<file path="src/rtl/jvm_arm_translator.sv">
// -----------------------------------------------------------------------------
// jvm_arm_translator
//
// Streaming translator from Java bytecode to ARM32 instruction words. Bytecode
// bytes arrive one per input handshake; each supported bytecode expands into a
// short fixed sequence of ARM words, one per output handshake. The Java operand
// stack is kept on the ARM stack (sp) and is accessed through the scratch
// registers TMP_REG (Ra) and TMP2_REG (Rb). Locals are word slots addressed off
// LV_BASE_REG.
//
// Handshake semantics (both sides): a transfer happens on a rising clock edge
// where valid and ready are both high. While out_valid is high the presented
// word does not change until it is taken. in_ready does not depend on in_valid
// and out_valid does not depend on out_ready.
//
// Ports:
//   clk         clock
//   reset       synchronous, active-high reset
//   in_valid    bytecode byte valid
//   in_byte     bytecode byte
//   in_ready    translator accepts a byte this cycle (low while emitting)
//   out_valid   instruction word valid
//   out_instr   ARM instruction word (zero when not valid)
//   out_ready   sink accepts the word
//   err         sticky flag: an unsupported opcode was seen
//   err_opcode  most recent unsupported opcode
//   bc_count    bytecodes fully emitted (nop counts on acceptance), wraps
//
// Debug: the FSM state is held in the internal signal 'state' (state_t).
// -----------------------------------------------------------------------------
module jvm_arm_translator #(
    parameter int TMP_REG     = 1,
    parameter int TMP2_REG    = 2,
    parameter int LV_BASE_REG = 3,
    parameter int LV_SHIFT    = 2
) (
    input  logic        clk,
    input  logic        reset,
    input  logic        in_valid,
    input  logic [7:0]  in_byte,
    output logic        in_ready,
    output logic        out_valid,
    output logic [31:0] out_instr,
    input  logic        out_ready,
    output logic        err,
    output logic [7:0]  err_opcode,
    output logic [15:0] bc_count
);

    typedef enum logic [1:0] {
        FETCH_OP = 2'd0,
        FETCH_A1 = 2'd1,
        FETCH_A2 = 2'd2,
        EMIT     = 2'd3
    } state_t;

    // Register numbers widened so they can be shifted into instruction fields.
    localparam logic [31:0] RA = 32'(TMP_REG);
    localparam logic [31:0] RB = 32'(TMP2_REG);
    localparam logic [31:0] RL = 32'(LV_BASE_REG);

    // Fixed words and base encodings with the register fields already merged.
    localparam logic [31:0] PUSH_W = 32'hE92D0000 | (32'd1 << TMP_REG);
    localparam logic [31:0] POP1_W = 32'hE8BD0000 | (32'd1 << TMP_REG);
    localparam logic [31:0] POP2_W = POP1_W | (32'd1 << TMP2_REG);
    localparam logic [31:0] MOVI_B = 32'hE3A00000 | (RA << 12);
    localparam logic [31:0] MVNI_B = 32'hE3E00000 | (RA << 12);
    localparam logic [31:0] MOVW_B = 32'hE3000000 | (RA << 12);
    localparam logic [31:0] MOVT_W = 32'hE34F0FFF | (RA << 12);
    localparam logic [31:0] LDR_B  = 32'hE5900000 | (RL << 16) | (RA << 12);
    localparam logic [31:0] STR_B  = 32'hE5800000 | (RL << 16) | (RA << 12);
    // After POP{Ra,Rb}: Ra = value2 (top), Rb = value1.
    localparam logic [31:0] ADD_W  = 32'hE0800000 | (RA << 16) | (RA << 12) | RB;
    // isub computes value1 - value2 = Rb - Ra.
    localparam logic [31:0] SUB_W  = 32'hE0400000 | (RB << 16) | (RA << 12) | RA;

    state_t      state;
    state_t      state_next;
    logic [7:0]  opcode;
    logic [7:0]  arg1;
    logic [7:0]  arg2;
    logic [1:0]  widx;

    // Per-opcode word sequence, selected by widx.
    logic [31:0] w0;
    logic [31:0] w1;
    logic [31:0] w2;
    logic [1:0]  last_idx;
    logic [31:0] word;
    logic        last_word;
    logic [7:0]  lv_idx;
    logic [11:0] lv_off;

    function automatic logic is_supported(input logic [7:0] op);
        return op inside {[8'h02:8'h08], 8'h10, 8'h11, 8'h15, [8'h1A:8'h1D],
                          8'h36, [8'h3B:8'h3E], 8'h60, 8'h64};
    endfunction

    function automatic logic has_operand(input logic [7:0] op);
        return op inside {8'h10, 8'h11, 8'h15, 8'h36};
    endfunction

    // ---------------------------------------------------------------------
    // Handshake outputs. Reset forces both sides idle in the reset cycle.
    // ---------------------------------------------------------------------
    always_comb begin
        in_ready  = !reset && (state != EMIT);
        out_valid = !reset && (state == EMIT);
        out_instr = out_valid ? word : 32'h0;
    end

    // ---------------------------------------------------------------------
    // Local-variable slot index and its byte offset.
    // ---------------------------------------------------------------------
    always_comb begin
        lv_idx = 8'h00;
        if (opcode == 8'h15 || opcode == 8'h36) begin
            lv_idx = arg1;
        end else if (opcode inside {[8'h1A:8'h1D]}) begin
            lv_idx = opcode - 8'h1A;
        end else if (opcode inside {[8'h3B:8'h3E]}) begin
            lv_idx = opcode - 8'h3B;
        end
        lv_off = {4'b0000, lv_idx} << LV_SHIFT;
    end

    // ---------------------------------------------------------------------
    // Word sequence for the latched bytecode. Only registered state feeds it.
    // ---------------------------------------------------------------------
    always_comb begin
        w0       = 32'h0;
        w1       = 32'h0;
        w2       = 32'h0;
        last_idx = 2'd0;
        if (opcode == 8'h02) begin
            w0       = MVNI_B;
            w1       = PUSH_W;
            last_idx = 2'd1;
        end else if (opcode inside {[8'h03:8'h08]}) begin
            w0       = MOVI_B | {24'h0, opcode - 8'h03};
            w1       = PUSH_W;
            last_idx = 2'd1;
        end else if (opcode == 8'h10) begin
            // Negative bytes are built as MVN of the complement.
            w0       = arg1[7] ? (MVNI_B | {24'h0, ~arg1}) : (MOVI_B | {24'h0, arg1});
            w1       = PUSH_W;
            last_idx = 2'd1;
        end else if (opcode == 8'h11) begin
            w0 = MOVW_B | {12'h0, arg1[7:4], 4'h0, arg1[3:0], arg2};
            if (arg1[7]) begin
                // Sign-extend the 16-bit value by filling the top half.
                w1       = MOVT_W;
                w2       = PUSH_W;
                last_idx = 2'd2;
            end else begin
                w1       = PUSH_W;
                last_idx = 2'd1;
            end
        end else if (opcode == 8'h15 || opcode inside {[8'h1A:8'h1D]}) begin
            w0       = LDR_B | {20'h0, lv_off};
            w1       = PUSH_W;
            last_idx = 2'd1;
        end else if (opcode == 8'h36 || opcode inside {[8'h3B:8'h3E]}) begin
            w0       = POP1_W;
            w1       = STR_B | {20'h0, lv_off};
            last_idx = 2'd1;
        end else if (opcode == 8'h60) begin
            w0       = POP2_W;
            w1       = ADD_W;
            w2       = PUSH_W;
            last_idx = 2'd2;
        end else if (opcode == 8'h64) begin
            w0       = POP2_W;
            w1       = SUB_W;
            w2       = PUSH_W;
            last_idx = 2'd2;
        end

        case (widx)
            2'd0:    word = w0;
            2'd1:    word = w1;
            default: word = w2;
        endcase
        last_word = (widx == last_idx);
    end

    // ---------------------------------------------------------------------
    // Next-state logic.
    // ---------------------------------------------------------------------
    always_comb begin
        state_next = state;
        case (state)
            FETCH_OP: begin
                if (in_valid && in_byte != 8'h00 && is_supported(in_byte)) begin
                    state_next = has_operand(in_byte) ? FETCH_A1 : EMIT;
                end
            end
            FETCH_A1: begin
                if (in_valid) begin
                    state_next = (opcode == 8'h11) ? FETCH_A2 : EMIT;
                end
            end
            FETCH_A2: begin
                if (in_valid) begin
                    state_next = EMIT;
                end
            end
            EMIT: begin
                if (out_ready && last_word) begin
                    state_next = FETCH_OP;
                end
            end
            default: state_next = FETCH_OP;
        endcase
    end

    // ---------------------------------------------------------------------
    // State and datapath registers.
    // ---------------------------------------------------------------------
    always_ff @(posedge clk) begin
        if (reset) begin
            state      <= FETCH_OP;
            opcode     <= 8'h00;
            arg1       <= 8'h00;
            arg2       <= 8'h00;
            widx       <= 2'd0;
            err        <= 1'b0;
            err_opcode <= 8'h00;
            bc_count   <= 16'h0000;
        end else begin
            state <= state_next;
            case (state)
                FETCH_OP: begin
                    if (in_valid) begin
                        if (in_byte == 8'h00) begin
                            bc_count <= bc_count + 16'd1;
                        end else if (!is_supported(in_byte)) begin
                            err        <= 1'b1;
                            err_opcode <= in_byte;
                        end else begin
                            opcode <= in_byte;
                            widx   <= 2'd0;
                        end
                    end
                end
                FETCH_A1: begin
                    if (in_valid) begin
                        arg1 <= in_byte;
                    end
                end
                FETCH_A2: begin
                    if (in_valid) begin
                        arg2 <= in_byte;
                    end
                end
                EMIT: begin
                    if (out_ready) begin
                        if (last_word) begin
                            widx     <= 2'd0;
                            bc_count <= bc_count + 16'd1;
                        end else begin
                            widx <= widx + 2'd1;
                        end
                    end
                end
                default: ;
            endcase
        end
    end

endmodule

</file>
<file path="config.mk">
export PLATFORM = sky130hd
export DESIGN_NAME = jvm_arm_translator
export DESIGN_NICKNAME = d
export VERILOG_FILES = /design/src/rtl/jvm_arm_translator.sv
export SDC_FILE = /design/constraint.sdc
export NUM_CORES = 1
export LEC_CHECK = 0
export CORE_UTILIZATION = 50
export CTS_CLUSTER_DIAMETER = 40
export DETAILED_ROUTE_END_ITERATION = 6
export DONT_BUFFER_PORTS = 1
export HOLD_SLACK_MARGIN = 0.02
export PLACE_DENSITY = 0.77
export SYNTH_ARGS = -nofsm -noshare
export SYNTH_HDL_FRONTEND = slang
export SYNTH_SLANG_ARGS = --single-unit
</file>
<file path="constraint.sdc">
create_clock -name clk -period 2.7 [get_ports clk]
set_input_delay 0.27 -clock clk [delete_from_list [all_inputs] [get_ports clk]]
set_output_delay 0.27 -clock clk [all_outputs]
set_load 0.03 [all_outputs]
</file>
==> flow_summary_export.csv <==
group,metric,value,unit
placement,io_buffers,0,
clock_tree,cts.sinks,53,
synth,synthSimpleGateAreaFrac,28.2,%
detailed_routing,via_count,4497,
detailed_routing,viasPerCell,6.28,
timing,worst_slew_margin_rel,55.5,%
detailed_routing,first_iter_violations,306,
synth,ys.flop_type,"dfxtp_1",
detailed_routing,drtPass1Iterations,5,
grt,gr-total-overflow,0,
timing,fmax,361,MHz
layout,antenna_cells,0,
timing,timing.final.ws_setup,-0.0726,ns
synth,synth.largest_area_cell,"dfxtp_1",
clock_tree,clock_latency,0.32,ns
layout,layout_commonest_cell,"nor2_1",
synth,ys_ff_latch,53,
outcome,status,"finished, violations left",
synth,synth_mux_area_share,6.45,%
clock_tree,clk_path_buf_depth,2,
synth,synthAdderAreaFrac,4.84,%
synth,synthTopCellsByArea,"dfxtp_1 (26%), a21oi_1 (7.5%), nor2_1 (7.1%), nand2_1 (5.1%), ha_1 (4.8%)",
synth,yosysSeqAreaShare,25.7,%
synth,yosys.area.top_type_share,25.7,%
detailed_routing,post-route-drc-count,0,
detailed_routing,met1_length,5510,um
clock_tree,numCtsBuffers,5,
placement,dp_hpwl,9280,um
grt,grt_pass1_wl,20700,um
synth,synth_cells,565,
floorplan,ios,71,
timing,final.setup.tns,-0.447,ns
timing,rsz0062_at_grt,"yes",
timing,fin_crit_sh,103,%
layout,final_cell_mix,"nor2_1 (73), buf_4 (66), a21oi_1 (58)",
clock_tree,cts_root_buf,"clkbuf_8",
critical_path,path_class,"reg -> out",
critical_path,required,2.43,ns
clock_tree,cts_max_level,2,
timing,finalSetupViolCount,14,
layout,fillerInstances,635,
synth,avgSynthCellArea,7.31,sq um
layout,nets,641,
synth,async_flop_share,0,%
detailed_routing,antenna_left,0,
placement,place_congestion,0.956,
grt,grt_max_degree,37,
floorplan,die_w,92.9,um
synth,synth_compound_area_share,24.7,%
critical_path,startpoint_type,"flop",
synth,yosysUniqueCellTypes,70,
floorplan,rows,32,
flow_run,maxCapViolCount,0,
grt,antenna_found_initial,0,
timing,finalHoldViolations,0,
outcome,violations,"setup timing",
pwr,power_leakage,2.00,nW
timing,min_period,2.77,ns
synth,synth_top_family_by_area,"simple AND/OR/NAND/NOR gates",
grt,grt_use_total,30.0,%
synth,synth_edf_count,0,
synth,ys_warn_count,0,
synth,synth_area,4130,sq um
detailed_routing,wire_per_inst,18.7,um
critical_path,cp-end-kind,"output port",
pwr,peakVddDrop,0.468,mV
clock_tree,clk_pin_slew,0.11,ns
placement,place_area,4750,sq um
worst_hold_path,hold_path.class,"in -> reg",
floorplan,die_h,92.9,um
critical_path,arrival,2.50,ns
layout,synthToLayoutAreaGrowth,30.2,%
timing,drv_slew,0,
synth,synth_xor_xnor_area_share,2.94,%
floorplan,core,7850,sq um
detailed_routing,wl_met3,899,um
layout,finalInstanceArea,5380,sq um
layout,drive_gt1_share,30.6,%
floorplan,start_util,52.7,%
detailed_routing,met2WireLength,6540,um
detailed_routing,finalWirelength,13400,um
clock_tree,tritoncts,"done",
timing,fin_skew,0.0119,ns
pwr,powerDensity,385,nW/um^2
timing,worstMarginPinSlew,0.664,ns
critical_path,worstPathMaxFanout,14,
detailed_routing,routed.top_layer,"met4",
grt,grt_pass1_vias,4218,
floorplan,die-area,8630,sq um
-- stage by stage --
step / hold WS [ns] / utilization [%] / setup slack [ns] / total power (W) / instances
after CTS: 0.0859 / 65.1 / -0.0268 / 0.00202 / 714
after global placement: 0.345 / 60.5 / -0.0337 / 0.00151 / 700
after global routing: 0.0827 / 68.6 / -0.170 / 0.00216 / 716
after floorplan: 0.414 / - / -0.0960 / 0.00142 / 568
after detailed placement: 0.347 / 60.5 / -0.0911 / 0.00153 / 700
final: 0.0782 / 68.6 / -0.0726 / 0.00207 / 716
-- state kept, by name, indices dropped and copies added (netlist names) --
signal	count
arg1	8
arg2	8
bc_count	16
err	1
err_opcode	8
opcode	8
state	2
widx	2
-- path summary, 6_finish.rpt --
check                          from  slack [ns]  depth (start not counted)                        to
max          opcode[2]$_SDFFE_PP0P_       -0.07                          9              out_instr[6]
min reg2reg    arg2[3]$_SDFFE_PP0P_        0.48                          2      arg2[3]$_SDFFE_PP0P_
min                      in_byte[4]        0.08                          2      arg1[4]$_SDFFE_PP0P_
max reg2reg  opcode[0]$_SDFFE_PP0P_       -0.03                         12  bc_count[7]$_SDFFE_PP0P_
-- what timing repair did --
action | CTS | global route
hold buffers | 2 | 0
buffers inserted | 4 | 3
endpoints found under the hold margin | 33 | 0
endpoints found under the setup margin | 35 | 43
gates resized for setup | 51 | 58
pin swaps | 15 | 14
-- kinds of logic (layout without fill, tap and decap cells) --
| logic type | after synthesis | in the layout |
|---|---|---|
| mux | 25 | 25 |
| buf+inv | 68 | 114 |
| simple gates | 239 | 239 |
| flops | 53 | 53 |
| compound gates | 150 | 150 |
| other cells | 1 | 4 |
| fa+ha+maj | 16 | 16 |
| xor+xnor | 13 | 13 |
-- Yosys cell counts, drive strengths merged (4+ instances only) --
cell	instances
nand2	56
nor4	5
and3	4
o21ai	14
a21oi	62
nor2	78
inv	21
nor3	17
clkbuf	28
o22ai	4
o22a	5
a31oi	9
dfxtp	53
nand2b	9
nand4	8
nor2b	13
a211oi	17
nand3	27
mux2i	12
xnor2	5
ha	16
mux2	13
a2111oi	5
xor2	8
o311ai	4
buf	19
-- critical path: stages, from the launching register on --
cell	delay (ns)
dfxtp_2	0.35
buf_6	0.12
buf_8	0.14
a311o_1	0.36
a21oi_2	0.24
a22oi_2	0.15
buf_4	0.18
o22a_1	0.24
a211oi_4	0.25
buf_12	0.15
-- final cells by class --
| class | count | area, sq um | share of cell area [%] |
|---|---|---|---|
| multi-input combinational | 447 | 3250 | 60.4 |
| sequential | 53 | 1070 | 19.8 |
| timing repair buffer | 85 | 764 | 14.2 |
| tap | 102 | 128 | 2.37 |
| inverter | 21 | 81.3 | 1.51 |
| clock buffer | 5 | 68.8 | 1.28 |
| clock inverter | 3 | 21.3 | 0.395 |
-- where the power goes --
| part | switching, W | total [W] | leakage (nW) | internal [W] |
|---|---|---|---|---|
| combinational | 0.000396 | 0.000646 | 1.53 | 0.000250 |
| clock | 0.000283 | 0.000468 | 0.0445 | 0.000185 |
| sequential | 0.000111 | 0.000957 | 0.431 | 0.000847 |
-- routing by layer --
layer / track usage [%] / vias to the layer above
met5: 0 / -
met4: 14.7 / 0
met3: 3.94 / 32
met2: 51.0 / 198
met1: 37.1 / 2159
li1: - / 2108
No activity file was read; power rests on OpenSTA's default activity.
